`src/rtl/delay_align_search_pkg.sv`:
```
// Shared types and default parameters for the delay-line alignment search.
package delay_align_search_pkg;

  localparam int unsigned SYM_W           = 2;
  localparam int unsigned TAP_W           = 4;
  localparam int unsigned DEF_NUM_TAPS    = 11;
  localparam int unsigned DEF_SETTLE_SYMS = 16;
  localparam int unsigned DEF_WINDOW      = 256;
  localparam int unsigned DEF_LOCK_THRESH = 8;
  localparam int unsigned DEF_CNT_W       = 9;

  typedef enum logic [2:0] {
    ST_IDLE    = 3'd0,
    ST_SETTLE  = 3'd1,
    ST_MEASURE = 3'd2,
    ST_NEXT    = 3'd3,
    ST_DONE    = 3'd4
  } state_e;

endpackage

```
`src/rtl/delay_align_search_sym_err_counter.sv`:
```
// Window/error counter: counts qualified symbol strobes and reference/decision mismatches.
// err_nxt (count including the current strobe) exists only with DELAY_ALIGN_TRACK_EN.
module sym_err_counter
  import delay_align_search_pkg::*;
#(
  parameter int unsigned CNT_W  = DEF_CNT_W,
  parameter int unsigned WINDOW = DEF_WINDOW
) (
  input  logic             clk,
  input  logic             rst_n,
  input  logic             clr,
  input  logic             en,
  input  logic             sym_clk_en,
  input  logic [SYM_W-1:0] ref_sym,
  input  logic [SYM_W-1:0] rx_sym,
  output logic [CNT_W-1:0] err_cnt,
`ifdef DELAY_ALIGN_TRACK_EN
  output logic [CNT_W-1:0] err_nxt,
`endif
  output logic             done
);

  logic             hit;
  logic             mis;
  logic             win_last;
  logic [CNT_W-1:0] err_inc;
  logic [CNT_W-1:0] win_cnt_q, win_cnt_d;
  logic [CNT_W-1:0] err_cnt_q, err_cnt_d;

  always_comb begin
    hit       = en && sym_clk_en;
    mis       = (ref_sym != rx_sym);
    win_last  = (win_cnt_q == CNT_W'(WINDOW - 1));
    err_inc   = err_cnt_q + {{(CNT_W-1){1'b0}}, mis};
    win_cnt_d = win_cnt_q;
    err_cnt_d = err_cnt_q;
    if (clr) begin
      win_cnt_d = '0;
      err_cnt_d = '0;
    end else if (hit) begin
      win_cnt_d = win_cnt_q + CNT_W'(1);
      err_cnt_d = err_inc;
    end
  end

  always_ff @(posedge clk or negedge rst_n) begin
    if (!rst_n) begin
      win_cnt_q <= '0;
      err_cnt_q <= '0;
    end else begin
      win_cnt_q <= win_cnt_d;
      err_cnt_q <= err_cnt_d;
    end
  end

  // done fires on the WINDOW-th strobe itself so the FSM leaves with that compare already counted
  assign done    = hit && win_last;
  assign err_cnt = err_cnt_q;
`ifdef DELAY_ALIGN_TRACK_EN
  assign err_nxt = err_inc;
`endif

endmodule

```
`src/rtl/delay_align_search.sv`:
```
// Sweeps the delay-line tap select, measures symbol errors per tap and locks to the best tap.
// Optional post-lock tracking with automatic re-search: define DELAY_ALIGN_TRACK_EN.
module delay_align_search
  import delay_align_search_pkg::*;
#(
  parameter int unsigned NUM_TAPS    = DEF_NUM_TAPS,
  parameter int unsigned SETTLE_SYMS = DEF_SETTLE_SYMS,
  parameter int unsigned WINDOW      = DEF_WINDOW,
  parameter int unsigned LOCK_THRESH = DEF_LOCK_THRESH,
  parameter int unsigned CNT_W       = DEF_CNT_W
) (
  input  logic             sys_clk,
  input  logic             reset,
  input  logic             sym_clk_en,
  input  logic             start,
  input  logic [SYM_W-1:0] ref_sym,
  input  logic [SYM_W-1:0] rx_sym,
  output logic [TAP_W-1:0] delay_change,
  output logic             busy,
  output logic             locked,
  output logic             fail,
  output logic [CNT_W-1:0] best_err
);

  localparam int unsigned SET_W = (SETTLE_SYMS > 1) ? $clog2(SETTLE_SYMS) : 1;

  state_e             state_q, state_d;
  logic [TAP_W-1:0]   tap_q, tap_d;
  logic [TAP_W-1:0]   delay_q, delay_d;
  logic [TAP_W-1:0]   best_tap_q, best_tap_d;
  logic [CNT_W-1:0]   best_err_q, best_err_d;
  logic [SET_W-1:0]   settle_q, settle_d;
  logic               busy_q, busy_d;
  logic               locked_q, locked_d;
  logic               fail_q, fail_d;

  logic               cnt_clr;
  logic               cnt_en;
  logic               win_done;
  logic               restart;
  logic [CNT_W-1:0]   err_cnt;
`ifdef DELAY_ALIGN_TRACK_EN
  logic [CNT_W-1:0]   err_nxt;
`endif

  sym_err_counter #(
    .CNT_W  (CNT_W),
    .WINDOW (WINDOW)
  ) u_err_cnt (
    .clk        (sys_clk),
    .rst_n      (reset),
    .clr        (cnt_clr),
    .en         (cnt_en),
    .sym_clk_en (sym_clk_en),
    .ref_sym    (ref_sym),
    .rx_sym     (rx_sym),
    .err_cnt    (err_cnt),
`ifdef DELAY_ALIGN_TRACK_EN
    .err_nxt    (err_nxt),
`endif
    .done       (win_done)
  );

  // Kept apart from the FSM block so win_done does not feed back into its own enable
`ifdef DELAY_ALIGN_TRACK_EN
  assign cnt_en = (state_q == ST_MEASURE) || ((state_q == ST_IDLE) && locked_q);
`else
  assign cnt_en = (state_q == ST_MEASURE);
`endif

  always_comb begin
    state_d    = state_q;
    tap_d      = tap_q;
    delay_d    = delay_q;
    best_tap_d = best_tap_q;
    best_err_d = best_err_q;
    settle_d   = settle_q;
    busy_d     = busy_q;
    locked_d   = locked_q;
    fail_d     = fail_q;
    cnt_clr    = 1'b0;
    restart    = start;

    unique case (state_q)
      ST_IDLE: begin
`ifdef DELAY_ALIGN_TRACK_EN
        if (locked_q && win_done) begin
          if (err_nxt > CNT_W'(LOCK_THRESH)) begin
            restart = 1'b1;
          end else begin
            cnt_clr = 1'b1;
          end
        end
`endif
      end
      ST_SETTLE: begin
        if (sym_clk_en) begin
          if (settle_q == SET_W'(SETTLE_SYMS - 1)) begin
            state_d = ST_MEASURE;
            cnt_clr = 1'b1;
          end else begin
            settle_d = settle_q + SET_W'(1);
          end
        end
      end
      ST_MEASURE: begin
        if (win_done) begin
          state_d = ST_NEXT;
        end
      end
      ST_NEXT: begin
        if (err_cnt < best_err_q) begin
          best_err_d = err_cnt;
          best_tap_d = tap_q;
        end
        if (tap_q == TAP_W'(NUM_TAPS - 1)) begin
          state_d = ST_DONE;
        end else begin
          tap_d    = tap_q + TAP_W'(1);
          delay_d  = tap_q + TAP_W'(1);
          settle_d = '0;
          state_d  = ST_SETTLE;
        end
      end
      ST_DONE: begin
        delay_d  = best_tap_q;
        busy_d   = 1'b0;
        locked_d = (best_err_q <= CNT_W'(LOCK_THRESH));
        fail_d   = (best_err_q > CNT_W'(LOCK_THRESH));
        cnt_clr  = 1'b1;
        state_d  = ST_IDLE;
      end
      default: state_d = ST_IDLE;
    endcase

    // Applied last so a (re)start overrides whatever the current state decided
    if (restart) begin
      state_d    = ST_SETTLE;
      tap_d      = '0;
      delay_d    = '0;
      best_tap_d = '0;
      best_err_d = '1;
      settle_d   = '0;
      busy_d     = 1'b1;
      locked_d   = 1'b0;
      fail_d     = 1'b0;
      cnt_clr    = 1'b1;
    end
  end

  always_ff @(posedge sys_clk or negedge reset) begin
    if (!reset) begin
      state_q    <= ST_IDLE;
      tap_q      <= '0;
      delay_q    <= '0;
      best_tap_q <= '0;
      best_err_q <= '0;
      settle_q   <= '0;
      busy_q     <= 1'b0;
      locked_q   <= 1'b0;
      fail_q     <= 1'b0;
    end else begin
      state_q    <= state_d;
      tap_q      <= tap_d;
      delay_q    <= delay_d;
      best_tap_q <= best_tap_d;
      best_err_q <= best_err_d;
      settle_q   <= settle_d;
      busy_q     <= busy_d;
      locked_q   <= locked_d;
      fail_q     <= fail_d;
    end
  end

  assign delay_change = delay_q;
  assign busy         = busy_q;
  assign locked       = locked_q;
  assign fail         = fail_q;
  assign best_err     = best_err_q;

endmodule

```
`config.mk`:
```
export PLATFORM = sky130hd
export DESIGN_NAME = delay_align_search
export DESIGN_NICKNAME = d
export VERILOG_FILES = /design/src/rtl/delay_align_search_pkg.sv /design/src/rtl/delay_align_search_sym_err_counter.sv /design/src/rtl/delay_align_search.sv
export SDC_FILE = /design/constraint.sdc
export NUM_CORES = 1
export LEC_CHECK = 0
export BUFFER_PORTS_ARGS = -buffer_cell sky130_fd_sc_hd__buf_2
export CORE_MARGIN = 5
export CORE_UTILIZATION = 64
export DETAILED_ROUTE_END_ITERATION = 8
export PLACE_DENSITY = 0.85
export REMOVE_ABC_BUFFERS = 1
export SLEW_MARGIN = 10
export SYNTH_ARGS = -nofsm -noshare
export SYNTH_HDL_FRONTEND = slang
export SYNTH_HIERARCHICAL = 1
export SYNTH_SLANG_ARGS = --single-unit
```
`constraint.sdc`:
```
create_clock -name sys_clk -period 5.8 [get_ports sys_clk]
set_clock_uncertainty 0.05 [all_clocks]
set_input_delay 0.58 -clock sys_clk [delete_from_list [all_inputs] [get_ports sys_clk]]
set_output_delay 0.58 -clock sys_clk [all_outputs]
set_load 0.005 [all_outputs]
```
==> results of run 1 <==
==> metrics by stage <==
step                instance area, µm²  hold slack [ns]  setup slack [ns]  power [mW]
detailed placement                2920            0.444              3.45       0.385
global route                      3040            0.494              3.31       0.664
floorplan                         2730            0.234              3.14       0.367
finish                            3040            0.406              3.47       0.634
CTS                               3040            0.451              3.44       0.638
global placement                  2920            0.416              3.51       0.384
==> final timing paths <==
| check | cells past startpoint | to | slack, ns | startpoint |
|---|---|---|---|---|
| setup / recovery | 5 | best_err[8] | 3.47 | u_err_cnt/err_cnt[7] |
| min in group sys_clk | 2 | busy | 0.46 | busy |
| hold reg to reg | 2 | busy | 0.46 | busy |
| max in group asynchronous | 1 | u_err_cnt/win_cnt_q[0] | 4.61 | reset |
| setup reg to reg | 5 | best_err[8] | 3.47 | u_err_cnt/err_cnt[7] |
| hold / removal | 1 | delay_change[0] | 0.41 | reset |
==> routing by layer <==
layer	GRT usage (%)	vias to the layer above	share of wire, %
li1	-	1052	-
met1	26.2	1067	44
met2	32.4	57	50
met3	4.61	7	4.9
met4	6.12	0	0.96
met5	0	-	0
==> final cells by class <==
type,instances,area [µm²],area share (%)
Inverter,19,71.3,2.35
Timing Repair Buffer,24,123,4.04
Multi-Input combinational cell,207,1430,47.1
Clock buffer,6,82.6,2.72
Tap cell,52,65.1,2.14
Sequential cell,49,1230,40.4
Clock inverter,2,37.5,1.24
==> state kept, by name, summed over array words and instances, names as in the netlist <==
signal	count
best_err	9
best_tap_q	4
fail	1
delay_change	4
state_q	3
tap_q	4
locked	1
settle_q	4
busy	1
u_err_cnt/win_cnt_q	9
u_err_cnt/err_cnt	9
==> critical path, delay by kind of cell (launching register included) <==
family                   cells  cell delay, ns
adder cells (fa/ha/maj)      1            0.30
flip-flops                   1            0.44
AO/OA/AOI/OAI                3            1.18
multiplexers                 1            0.28
==> kinds of logic after synthesis <==
logic type	Yosys count	share of synthesized area (%)
mux	20	7.43
xor+xnor	9	2.80
compound gates	55	13.7
simple gates	108	20.3
flops	49	43.6
buf+inv	32	5.56
fa+ha+maj	15	6.67
==> power by group through the flow <==
stage,clock network (mW),registers [mW],logic [mW]
2_1_floorplan,0,0.352,0.0142
3_3_place_gp,0,0.353,0.0315
3_5_place_dp,0,0.353,0.0323
4_1_cts,0.260,0.346,0.0325
5_1_grt,0.281,0.347,0.0366
6_report,0.256,0.346,0.0322
==> cells in the mapped netlist, types with 2 or more instances <==
master     n
nor2_1    36
ha_1      15
xor2_1     2
nand2_1   25
nand2b_1   3
nor3_1     2
o21ai_0   10
mux2i_1   13
mux2_2     7
dfrtp_1   49
xnor2_1    7
nand4_1    5
buf_4      3
o31ai_1    5
a21o_1     2
a21oi_1   18
or3_1      7
nand3_1    8
or4_1      6
o21a_1     2
a211oi_1   5
clkbuf_1   7
nor2b_1    2
inv_1     19
==> flow_summary.ini, run 1 <==
[critical_path]
critPathMaxStageDelay_ns = 0.64
crit_required_ns = 5.98
start_kind = flip-flop
crit_type = reg2reg
cpMaxStageDelayCell = o211a_1
path_cells = ha_1, a21o_1, a2111oi_4, o211a_1, mux2i_1
setup.worst_path.end_class = flip-flop
crit_fanout = 13
worstPathArrival_ns = 2.50

[logic_synthesis]
ys_seq_area_share_pct = 43.6
synth_ff_type = dfrtp_1
netlist_top_cells_area = dfrtp_1, ha_1, nor2_1, mux2i_1, nand2_1
syn_area_um2 = 2810
ys_ff_latch = 49
syn_inst = 288
synth-edff-count = 0
synth_cell_types = 54
ys_async_sr_fraction_pct = 100
synth.largest_area_cell = dfrtp_1
avgSynthCellArea_um2 = 9.77
netlist.area_leader.share_pct = 43.6
yosys_warnings = 6

[sta]
rsz0062_at_grt = false
fin_crit_ns = 2.33
slew_viol_final = 0
worstMarginPinSlew_ns = 1.07
setup_viol = 0
max_freq_mhz = 430
setup_tns_ns = 0
maxSlewHeadroom_pct = 28.5
min_period_over_period_pct = 40.1
hold_viol = 0

[power_and_ir_drop]
p_comb_share_pct = 5.1
leakage_nw = 1.37
clkPwrFrac_pct = 40.4
p_per_area_nw_per_um2 = 209
power.internal_mw = 0.494
pwr-share-seq_pct = 54.5
p_sw_share_pct = 22.2
p_sw_mw = 0.141
ir_worst_vdd_mv = 0.129

[die]
initial_core_util_pct = 65.1
boundaryPins = 24
rows = 24
die_y_um = 76.3
die_area_um2 = 5820
core-area_um2 = 4320
fp.dieW_um = 76.3

[final_layout]
layout_common_cells = dfrtp_1, nor2_1, nand2_1
num-fill-cells = 345
antenna_cells = 0
area_growth_pct = 7.91
final_common_cell = dfrtp_1
drive_gt1_share_pct = 16.6
utilization_pct = 70.2
stdcell_count = 359
final_nets = 329

[drt]
via_per_inst = 6.08
routedWlPerCell_um = 15.3
dr.pass1.iters = 4
ant_nets = 0
drc = 0
routed-via-count = 2183
wirelength_mm = 5.50
drt-initial-drc-count = 137

[status]
outcome = complete, no violations

[placed_design]
dp_hpwl_mm = 3.79
place.port_buffers = 23
place.gp.congestion = 0.836
dp_cells = 351

[grt]
grt.overflow.total = 0
grt_pass1_vias = 2107
antenna_found_initial = 0
grt_max_degree = 50
grt_pass1_wl_mm = 9.73
grtUsageTotal_pct = 19.9

[clock_network]
hold_buffers = 0
post-cts-setup-buffers = 0
clock_sinks = 49
clock_path_buffers = 2
htree_levels = 2
root_buffer = clkbuf_8
cts_resized = 0
cts_buffers = 5
clkTransAtPathRegs_ns = 0.09
clkLatencyLatePin_ns = 0.31
cts_tree = done

[job]
max_cap_violations = 0

[min_path]
hp-class = in2async
Note: power is estimated with default switching activity, not from simulation.
==> run 2, diff against run 1 <==
Settings changed: ABC_AREA from default to 1, CORE_UTILIZATION 64 to 54, PLACE_DENSITY 0.85 to 0.76.
Clock period 5.8 ns to 2.1 ns, I/O delays scaled along.
==> run 2 against run 1 <==
Effect of this change:
- count of clock-buffer cells in the layout is 1 lower
- area after synthesis is 2.4% higher
- via count is 9.9% higher
- die area is 18% higher
- non-clock buffer count is 9 higher
- largest power group unchanged
- critical endpoint is now settle_q[3]
==> flow_summary.ini, run 2 <==
[status]
outcome = complete, no violations

[logic_synthesis]
yosysMostFrequentCell = nand2_1
synth_compound_area_share_pct = 6.60
ys_async_sr_fraction_pct = 100
ys_ff_latch = 49
syn_inst = 364
synth_ff_type = dfrtp_1
yosys_warnings = 6
synth_simple_gate_area_share_pct = 35.8
ys_top_cells_by_count = nand2_1, dfrtp_1, inv_1
synth-edff-count = 0
synthXorXnorAreaFrac_pct = 1.52
avgSynthCellArea_um2 = 7.91
synthAdderAreaFrac_pct = 6.52
synth.largest_area_cell = dfrtp_1
muxShareOfSynthArea_pct = 0
netlist_top_cells_area = dfrtp_1, nand2_1, ha_1, nand3_1, inv_1
syn_area_um2 = 2880
ys_seq_area_share_pct = 42.6
synth_cell_types = 34
synth_top_family_by_area = simple AND/OR/NAND/NOR gates
netlist.area_leader.share_pct = 42.6

[grt]
grt.overflow.total = 0
grt_pass1_wl_mm = 10.4
antenna_found_initial = 0
grtUsageTotal_pct = 17.6
grt_max_degree = 50
grt_pass1_vias = 2324

[final_layout]
area_growth_pct = 13.2
fin_area_um2 = 3260
final_nets = 420
final_common_cell = nand2_1
layout_common_cells = nand2_1, dfrtp_1, inv_1
antenna_cells = 0
drive_gt1_share_pct = 18.8

[critical_path]
regToRegSetupSlack_ns = 0.26
crit_end = settle_q[3]
path_cells = inv_1, ha_1, nand2_1, nor3_2, nand2_1, nand3_1, nand2_1, nand2_1, o21ai_1
r2r_start = tap_q[0]
worstPathArrival_ns = 1.99
cp_common_cell = nand2_1
critPathLaunch = tap_q[0]
cpMaxStageDelayCell = dfrtp_1
rr_endpoint = settle_q[3]
rr_worst_depth = 9
start_kind = flip-flop
crit_required_ns = 2.24
setup.worst_path.end_class = flip-flop
crit_fanout = 5
crit_type = reg2reg
critPathMaxStageDelay_ns = 0.45

[sta]
setup_tns_ns = 0
min_period_over_period_pct = 87.8
max_freq_mhz = 542
fin_crit_ns = 1.84
hold_viol = 0
maxSlewHeadroom_pct = 58.5
slew_viol_final = 0
setup_viol = 0
worstMarginPinSlew_ns = 0.623
fin_ws_ns = 0.255
rsz0062_at_grt = false

[die]
boundaryPins = 24
rows = 26
core-area_um2 = 5140
die_y_um = 83.0
die_area_um2 = 6890
fp.dieW_um = 83.0
initial_core_util_pct = 56.0

[clock_network]
cts_buffers = 5
htree_levels = 2
cts_resized = 0
clock_sinks = 49
clkTransAtPathRegs_ns = 0.09
clkLatencyLatePin_ns = 0.30
clock_path_buffers = 2
root_buffer = clkbuf_8
cts_tree = done

[placed_design]
placed_cell_area_um2 = 3080
place.port_buffers = 23
post-place-ws_ns = 0.195
place.gp.congestion = 0.820
dp_hpwl_mm = 4.18

[drt]
wirelength_mm = 5.82
routedWlPerCell_um = 12.4
ant_nets = 0
drc = 0
drt-initial-drc-count = 132
via_per_inst = 5.13
routed-via-count = 2400
dr.pass1.iters = 4

[min_path]
worstHoldPathCells = 4
hp-class = in2reg

[power_and_ir_drop]
ir_worst_vdd_mv = 0.375
p_per_area_nw_per_um2 = 770
leakage_nw = 1.72

[job]
max_cap_violations = 0
-- run 2: changes by cell type after synthesis, moves of 8 or more --
cell / delta
mux2i_1: -13
nand3_1: +23
nand2_1: +84
or2_2: +8
nand3_2: +11
inv_1: +20
nor2_1: -10
-- run 2: power by group --
part | internal (mW) | total [mW] | switching (mW)
logic | 0.221 | 0.548 | 0.326
clock network | 0.473 | 0.794 | 0.321
registers | 1.05 | 1.17 | 0.122
total | 1.74 | 2.51 | 0.769
-- run 2: critical path, delay by kind of cell (launching register included) --
kind | cells | cell delay [ns]
buf+inv | 1 | 0.12
flops | 1 | 0.45
compound gates | 1 | 0.06
simple gates | 6 | 0.88
fa+ha+maj | 1 | 0.17
-- run 2: worst min path at each step --
stage	from	to	slack [ns]
final	sym_clk_en	u_err_cnt/win_cnt_q[0]	0.26
after global routing	sym_clk_en	u_err_cnt/win_cnt_q[0]	0.32
after CTS	sym_clk_en	u_err_cnt/win_cnt_q[0]	0.26
after detailed placement	reset	settle_q[2]	0.30
after global placement	reset	settle_q[2]	0.30
after floorplan	reset	best_err[0]	-0.14
-- run 2: cells by family after synthesis --
group	Yosys count
xor gates and xnor gates	5
buffers and inverters	49
and+or+nand+nor	211
DFF	49
adders and majority gates	15
AOI/OAI and AO/OA	35
-- run 2: cell type report --
cell class,instances,area [µm²]
Fill cell,473,1880
Multi-Input combinational cell,266,1450
Sequential cell,49,1230
Timing Repair Buffer,33,205
Inverter,42,158
Tap cell,70,87.6
Clock buffer,5,68.8
Clock inverter,3,65.1
-- run 2: per-layer routing --
metal / GRT usage, % / up-vias / wire length (µm)
met5: 0 / - / 0
met1: 23.8 / 1111 / 2870
met4: 4.46 / 0 / 72
met3: 3.37 / 8 / 188
li1: - / 1244 / -
met2: 29.0 / 37 / 2690
-- run 2: stage by stage --
step	instances	hold WS (ns)	power [mW]	util (%)
2_1_floorplan	357	-0.136	1.51	-
6_report	468	0.263	2.51	63.5
5_1_grt	468	0.320	2.67	63.5
3_5_place_dp	456	0.303	1.71	60.0
3_3_place_gp	456	0.303	1.70	60.0
4_1_cts	465	0.258	2.51	62.8
-- run 2: timing repair --
| action | in CTS | in global routing |
|---|---|---|
| hold buffers | 1 | 0 |
| endpoints found under the setup margin | 0 | 4 |
| setup buffers | 0 | 3 |
| hold endpoints to repair | 49 | 0 |
==> run 3, diff against run 2 <==
Settings changed: ABC_AREA 1 to default.
==> run 3 against run 2 <==
Effect of this change:
- sequential share of layout area rose by 0.93 points
- critical path depth fell by 2
- fmax fell by 7.5%
- register-to-register slack got worse by 0.15 ns
- clock power fell by 29%
- worst hold slack got worse by 0.043 ns
- total power fell by 36%
- critical path type unchanged
- critical endpoint is now best_err[2]
==> flow_summary.ini, run 3 (synthesis gave the netlist of run 1 again) <==
[sta]
max_freq_mhz = 501
maxSlewHeadroom_pct = 62.5
hold_viol = 0
setup_tns_ns = 0
fin_crit_ns = 2.00
worstMarginPinSlew_ns = 0.563
slew_viol_final = 0
rsz0062_at_grt = true
fin_ws_ns = 0.105
setup_viol = 0
min_period_over_period_pct = 95.0

[clock_network]
clkLatencyLatePin_ns = 0.31
clock_path_buffers = 2
root_buffer = clkbuf_8
clock_sinks = 49
cts_tree = done
htree_levels = 2
clkTransAtPathRegs_ns = 0.10
cts_buffers = 5

[final_layout]
final_common_cell = dfrtp_1
final_nets = 345
area_growth_pct = 13.1
num-fill-cells = 435
layout_common_cells = dfrtp_1, nor2_1, nand2_1
antenna_cells = 0
fin_area_um2 = 3180
drive_gt1_share_pct = 20.4
stdcell_count = 393

[critical_path]
path_cells = inv_1, ha_1, a21o_1, a2111oi_4, o211a_1, clkbuf_16, mux2i_1
crit_required_ns = 2.29
crit_family = compound AO/OA/AOI/OAI gates
crit_type = reg2reg
start_kind = flip-flop
crit_fanout = 6
critPathMaxStageDelay_ns = 0.39
cpMaxStageDelayCell = dfrtp_1
setup.worst_path.end_class = flip-flop
worstPathArrival_ns = 2.18
cp_num_buf_inv = 2

[placed_design]
place.port_buffers = 23
dp_hpwl_mm = 4.02
placed_cell_area_um2 = 3050
dp_cells = 382
post-place-ws_ns = 0.129
place.gp.congestion = 0.829

[grt]
grt_pass1_wl_mm = 9.59
grtUsageTotal_pct = 18.3
grt_max_degree = 25
grt_pass1_vias = 2044
grt.overflow.total = 0
antenna_found_initial = 0

[drt]
routedWlPerCell_um = 14.2
ant_nets = 0
dr.pass1.iters = 4
drt-initial-drc-count = 89
drc = 0
via_per_inst = 5.58
wirelength_mm = 5.57
routed-via-count = 2191

[die]
boundaryPins = 24
die_y_um = 82.2
initial_core_util_pct = 55.4
fp.dieW_um = 82.2
core-area_um2 = 5070
die_area_um2 = 6750
rows = 26

[power_and_ir_drop]
p_per_area_nw_per_um2 = 507
ir_worst_vdd_mv = 0.339
leakage_nw = 1.44

[job]
max_cap_violations = 0

[status]
outcome = complete, no violations

[min_path]
hp-class = in2reg
run 3: changes by cell type in the layout (fill, tap and decap cells not counted), sizes merged, moves of 7 or more:
cell,change
nand2,-88
nand3,-34
inv,-22
mux2i,+13
or2,-8
mux2,+7
or3,+7
run 3: report_power, final:
| group | leakage, nW | switching [mW] | internal (mW) |
|---|---|---|---|
| sequential | 0.626 | 0.00723 | 0.949 |
| combinational | 0.779 | 0.0634 | 0.0329 |
| clock | 0.0374 | 0.327 | 0.235 |
run 3: layout make-up:
type                       count  area, µm²  share of cell area (%)
inverter                      19       71.3                    2.24
clock inverter                 2       15.0                   0.472
sequential                    49       1230                    38.5
tap                           70       87.6                    2.75
clock buffer                   6       72.6                    2.28
multi-input combinational    207       1440                    45.1
timing repair buffer          40        275                    8.65
run 3: worst paths after layout:
check / from / end / slack (ns) / cells after the start
min in group asynchronous: reset / delay_change[2] / 0.38 / 2
max in group asynchronous: reset / busy / 1.01 / 3
worst max-delay path: best_err[7] / best_err[2] / 0.10 / 7
worst max register to register: best_err[7] / best_err[2] / 0.10 / 7
worst min-delay path: start / tap_q[0] / 0.22 / 2
worst min register to register: busy / busy / 0.42 / 2
run 3: per-stage QoR:
stage	total power, mW	util [%]	hold WS (ns)
final	1.61	62.7	0.220
after global routing	1.68	62.7	0.242
after CTS	1.63	62.0	0.202
after detailed placement	1.07	60.1	0.185
after global placement	1.07	60.1	0.182
after floorplan	1.01	-	-0.136
run 3: per-layer routing:
layer,GRT usage (%),vias up,wire length [µm]
met2,29.2,28,2630
met5,0,-,0
li1,-,1082,-
met4,6.98,0,85
met3,3.90,7,181
met1,24.3,1074,2670
run 3: repair_timing:
action / in CTS / in global routing
hold buffers: 1 / 0
buffers inserted: 0 / 1
endpoints found under the setup margin: 0 / 10
endpoints found under the hold margin: 22 / 0
gates resized for setup: 0 / 1
